### config.mk
export PLATFORM = sky130hd
export DESIGN_NAME = vm_proj_router_n
export DESIGN_NICKNAME = d
export VERILOG_FILES = /design/src/rtl/vm_proj_router_n.sv
export SDC_FILE = /design/constraint.sdc
export NUM_CORES = 1
export LEC_CHECK = 0
export ABC_AREA = 1
export CORE_AREA = 2 2 111 113
export DETAILED_ROUTE_END_ITERATION = 10
export DIE_AREA = 0 0 113 115
export GPL_TIMING_DRIVEN = 0
export PLACE_DENSITY_LB_ADDON = 0.25
export SKIP_LAST_GASP = 1
export SYNTH_ARGS = -nofsm -noshare
export SYNTH_HDL_FRONTEND = slang
export SYNTH_SLANG_ARGS = --single-unit
### constraint.sdc
create_clock -name clk -period 1.7 [get_ports clk]
set_input_delay 0.255 -clock clk [delete_from_list [all_inputs] [get_ports clk]]
set_output_delay 0.255 -clock clk [all_outputs]
set_load 0.02 [all_outputs]
### src/rtl/vm_proj_router_n.sv
// Routes each projection of an event to one of NVM double-buffered VM memories,
// chosen by the projection's selector field; tracks per-channel fill and overflow.
module vm_proj_router_n #(
  parameter int PROJ_W  = 54,
  parameter int ADDR_W  = 9,
  parameter int NVM     = 3,
  parameter int SEL_W   = 2,
  parameter int SEL_LSB = 50,
  parameter int VM_W    = 13,
  parameter int VM_LSB  = 0,
  parameter int RD_LAT  = 2
) (
  input  logic                    clk,
  input  logic                    reset,
  input  logic                    en_proc,
  input  logic [ADDR_W-1:0]       n_proj,
  output logic [ADDR_W-1:0]       read_projection,
  input  logic [PROJ_W-1:0]       projection,
  output logic [NVM-1:0]          wr_en,
  output logic [NVM*ADDR_W-1:0]   wr_add,
  output logic [VM_W-1:0]         vm_projection,
  output logic                    busy,
  output logic                    done,
  output logic [NVM*ADDR_W-1:0]   vm_count,
  output logic [NVM-1:0]          overflow,
  output logic                    dropped
);

  localparam logic [1:0] S_IDLE  = 2'd0;
  localparam logic [1:0] S_READ  = 2'd1;
  localparam logic [1:0] S_DRAIN = 2'd2;
  localparam logic [1:0] S_DONE  = 2'd3;

  localparam logic [ADDR_W-1:0] ADDR_ONE = {{(ADDR_W-1){1'b0}}, 1'b1};
  localparam logic [ADDR_W-1:0] FULL     = {1'b1, {(ADDR_W-1){1'b0}}};
  localparam logic [SEL_W:0]    NVM_L    = (SEL_W+1)'(NVM);

  logic [1:0]        state;
  logic [ADDR_W-1:0] n_lat;
  logic              page;
  logic [RD_LAT-1:0] vld_p;
  logic [ADDR_W-1:0] cnt [NVM];
  logic [SEL_W-1:0]  sel;
  logic              sel_ok;
  logic              vld_last;
  logic              start;
  logic              unused_bits;

  assign sel         = projection[SEL_LSB +: SEL_W];
  assign sel_ok      = ({1'b0, sel} < NVM_L);
  assign vld_last    = vld_p[RD_LAT-1];
  assign start       = (state == S_IDLE) && en_proc;
  assign busy        = (state != S_IDLE);
  assign done        = (state == S_DONE);
  assign unused_bits = ^projection;

  // Control: address issue, read-valid pipeline and page bit
  always_ff @(posedge clk or negedge reset) begin
    if (!reset) begin
      state           <= S_IDLE;
      n_lat           <= '0;
      page            <= 1'b0;
      read_projection <= '0;
      vld_p           <= '0;
    end else begin
      vld_p <= (vld_p << 1) | RD_LAT'(state == S_READ);
      case (state)
        S_IDLE: begin
          if (en_proc) begin
            n_lat           <= n_proj;
            page            <= ~page;
            read_projection <= '0;
            state           <= (n_proj != '0) ? S_READ : S_DONE;
          end
        end
        S_READ: begin
          if (read_projection == n_lat - ADDR_ONE) state <= S_DRAIN;
          else read_projection <= read_projection + ADDR_ONE;
        end
        S_DRAIN: begin
          if (vld_p == '0) state <= S_DONE;
        end
        default: state <= S_IDLE;
      endcase
    end
  end

  // Write stage: registered one clock after read data arrives
  always_ff @(posedge clk or negedge reset) begin
    if (!reset) begin
      wr_en         <= '0;
      wr_add        <= '0;
      vm_projection <= '0;
      overflow      <= '0;
      dropped       <= 1'b0;
      for (int k = 0; k < NVM; k++) cnt[k] <= '0;
    end else begin
      wr_en <= '0;
      if (start) begin
        overflow <= '0;
        dropped  <= 1'b0;
        for (int k = 0; k < NVM; k++) cnt[k] <= '0;
      end else if (vld_last) begin
        vm_projection <= projection[VM_LSB +: VM_W];
        if (!sel_ok) begin
          dropped <= 1'b1;
        end else begin
          for (int k = 0; k < NVM; k++) begin
            if (sel == SEL_W'(k)) begin
              if (cnt[k] == FULL) begin
                overflow[k] <= 1'b1;
              end else begin
                wr_en[k]                   <= 1'b1;
                wr_add[k*ADDR_W +: ADDR_W] <= {page, cnt[k][ADDR_W-2:0]};
                cnt[k]                     <= cnt[k] + ADDR_ONE;
              end
            end
          end
        end
      end
    end
  end

  always_comb begin
    vm_count = '0;
    for (int k = 0; k < NVM; k++) vm_count[k*ADDR_W +: ADDR_W] = cnt[k];
  end

endmodule

==> flow_summary_export.csv <==
group,metric,value,unit
drt,wl,13.0,mm
clock_tree,cts_tree,"built",
power,p_switching,4.34,mW
worst_setup_path,cp_max_fo,6,
outcome,status,"finished with violations",
floorplan,fp.dieArea,13000,um2
place,io_buffers,111,
drt,dr.pass1.iters,8,
drt,detailroute.via_count,4466,
worst_setup_path,start_kind,"flip-flop",
yosys,syn_avg_cell_area,8.48,um2
global_routing,antenna_found_initial,0,
sta,finalMaxSlewViolations,0,
drt,post-route-drc-count,4,
power,p_int,6.52,mW
yosys,yosysMostFrequentCell,"nand2_1",
sta,fin_crit_sh,1.10,
clock_tree,numCtsBuffers,9,
layout,drive_above_1_share,0.216,
layout,nNetsFinal,809,
global_routing,grt_pass1_wl,20.9,mm
global_routing,grt_max_degree,72,
place,dp.final_hpwl,8.74,mm
global_routing,grt_overflow_total,0,
sta,fmax,0.537,GHz
yosys,synth.cell_area,4840,um2
clock_tree,cts_sinks,97,
floorplan,ios,151,
layout,area_growth_syn_to_layout,47.7,%
sta,rsz0062_at_grt,"true",
power,power_frac_comb,0.487,
yosys,synth_cells,571,
clock_tree,htreeDepth,3,
sta,final-setup-viol-count,11,
floorplan,start_util,0.410,
drt,ant_nets,0,
floorplan,die_y,115,um
outcome,violations,"DRC, setup timing",
sta,tns,-1.53,ns
power,p_sw_frac,0.400,
yosys,synth_seq_cells,97,
yosys,seq_area_frac_synth,0.502,
floorplan,rows,40,
yosys,yosys_warnings,0,
sta,finClkSkew,0.00519,ns
power,ir_drop,0.000814,V
layout,finalNonFillerCells,882,
sta,max_slew_margin,0.702,
power,finalPower,10.9,mW
drt,post_drt_wl_per_cell,14.7,um
layout,diodes,0,
sta,final.min_clock_period,1.86,ns
floorplan,die_w,113,um
power,clkPwrFrac,0.192,
yosys,synth_area_leaders,"dfrtp_1, nand2_1, inv_1",
worst_setup_path,crit_required,1.98,ns
sta,worst_slew_pin_slew,0.447,ns
yosys,ys_async_sr_fraction,1.00,
drt,vias_per_cell,5.06,
worst_setup_path,ff2ff_path_depth,15,
yosys,synth_common_cells,"nand2_1, dfrtp_1, inv_1",
layout,fin_area,7150,um2
layout,post-route-util,0.605,
yosys,ys_types,33,
floorplan,fp.coreArea,11800,um2
worst_setup_path,arrival,2.15,ns
global_routing,grt_use_total,0.200,
power,power_density,1520,nW/um2
clock_tree,clk_latency,0.34,ns
yosys,synth_edf_count,0,
yosys,synth.largest_area_cell,"dfrtp_1",
yosys,syn-num-nets,649,
power,p_seq_frac,0.322,
worst_setup_path,cp-end-kind,"flip-flop",
sta,hold_viol_final,0,
clock_tree,clockBufferDepth,2,
clock_tree,clkTransAtPathRegs,0.07,ns
drt,drtIter0Drc,283,
clock_tree,clockRootBuffer,"clkbuf_16",
global_routing,first_global_vias,4388,
yosys,synth.top_cell.area_share,0.502,
power,leakage,3.48,nW
place,postPlaceCellArea,6160,um2
sta,setup_ws,-0.162,ns
run,max-cap-violations,0,
worst_setup_path,crit_type,"reg -> reg",
place,dp.cells,830,
hold_path,holdCritPathClass,"in -> async",
yosys,synth_ff_type,"dfrtp_1",
place,gp_congestion,0.874,
[state kept, by name, summed over array words and instances (netlist names), 2 cells and up]
name	count
vm_count	27
wr_add	27
vm_projection	13
n_lat	9
read_projection	9
overflow	3
wr_en	3
state	2
vld_p	2
[path summary, 6_finish.rpt]
| path | startpoint | to | slack, ns |
|---|---|---|---|
| worst max-delay path | n_lat[0] | read_projection[2] | -0.16 |
| worst min-delay path | reset | vm_projection[5] | 0.38 |
| worst max register to register | n_lat[0] | read_projection[2] | -0.16 |
| worst min register to register | vld_p[0] | vld_p[1] | 0.38 |
| max in group asynchronous | reset | vm_count[22] | 0.65 |
| min in group clk | vld_p[0] | vld_p[1] | 0.38 |
[per-layer routing]
metal,GRT usage,vias to the layer above,share of wire
met5,0,-,0
met4,0.0683,0,0.015
met3,0.0411,18,0.048
met2,0.340,121,0.51
met1,0.257,2155,0.43
li1,-,2172,-
[worst max-delay path, cell delays in order (launching register included)]
cell,delay (ns)
dfrtp_1,0.39
inv_2,0.07
ha_4,0.27
inv_2,0.03
nand2_2,0.04
nand2_1,0.05
nor2_1,0.10
nand3_1,0.08
nor2_1,0.11
nand2_1,0.08
nor2_2,0.09
nand2_2,0.08
buf_6,0.14
nand3_4,0.10
nand3_2,0.08
nand2_2,0.07
[timing repair]
action,CTS,global route
pin swaps,25,31
setup endpoints to repair,95,99
resized for setup,61,86
hold endpoints to repair,26,0
buffers inserted,20,17
gates cloned,2,0
hold buffers,1,0
[per-stage QoR]
step           setup WS, ns  hold WS [ns]
2_1_floorplan      0.000607       -0.0406
6_report             -0.162         0.377
3_3_place_gp          -3.32         0.360
3_5_place_dp         -0.445         0.204
5_1_grt              -0.269         0.392
4_1_cts              -0.185         0.382
[layout by cell type (no fill, tap or decap), types with 14 or more instances in the layout]
cell             instances
nand2_1                136
dfrtp_1                 94
clkdlybuf4s50_1         89
inv_1                   52
nor2_1                  37
buf_4                   35
o21ai_0                 33
nand3_1                 22
xor2_1                  17
o21ai_1                 16
inv_2                   14
nand2_2                 14
[final cells by class]
type                       count  area, um2
fill                        1056       4660
sequential                    97       2430
multi-input combinational    388       2370
timing repair buffer         150       1460
inverter                      71        280
clock buffer                  13        260
tap                          147        184
buffer                        14        116
clock inverter                 2       37.5
[cell families (layout without fill, tap and decap cells)]
| kind of cell | Yosys count | count (layout) | share of synthesized area |
|---|---|---|---|
| simple gates | 268 | 269 | 0.241 |
| flops | 97 | 97 | 0.502 |
| buf+inv | 87 | 250 | 0.0721 |
| mux | 13 | 13 | 0.0302 |
| compound gates | 76 | 76 | 0.0918 |
| fa+ha+maj | 12 | 12 | 0.0310 |
| xor+xnor | 18 | 18 | 0.0326 |
[power by group through the flow]
stage	Combinational, mW	Clock (mW)	Sequential, mW
after global placement	4.27	0	3.50
after detailed placement	4.38	0	3.52
after CTS	4.91	2.12	3.48
after global routing	5.75	2.20	3.59
final	5.28	2.08	3.49
after floorplan	2.05	0	4.02
No activity file was read; power rests on OpenSTA's default activity.
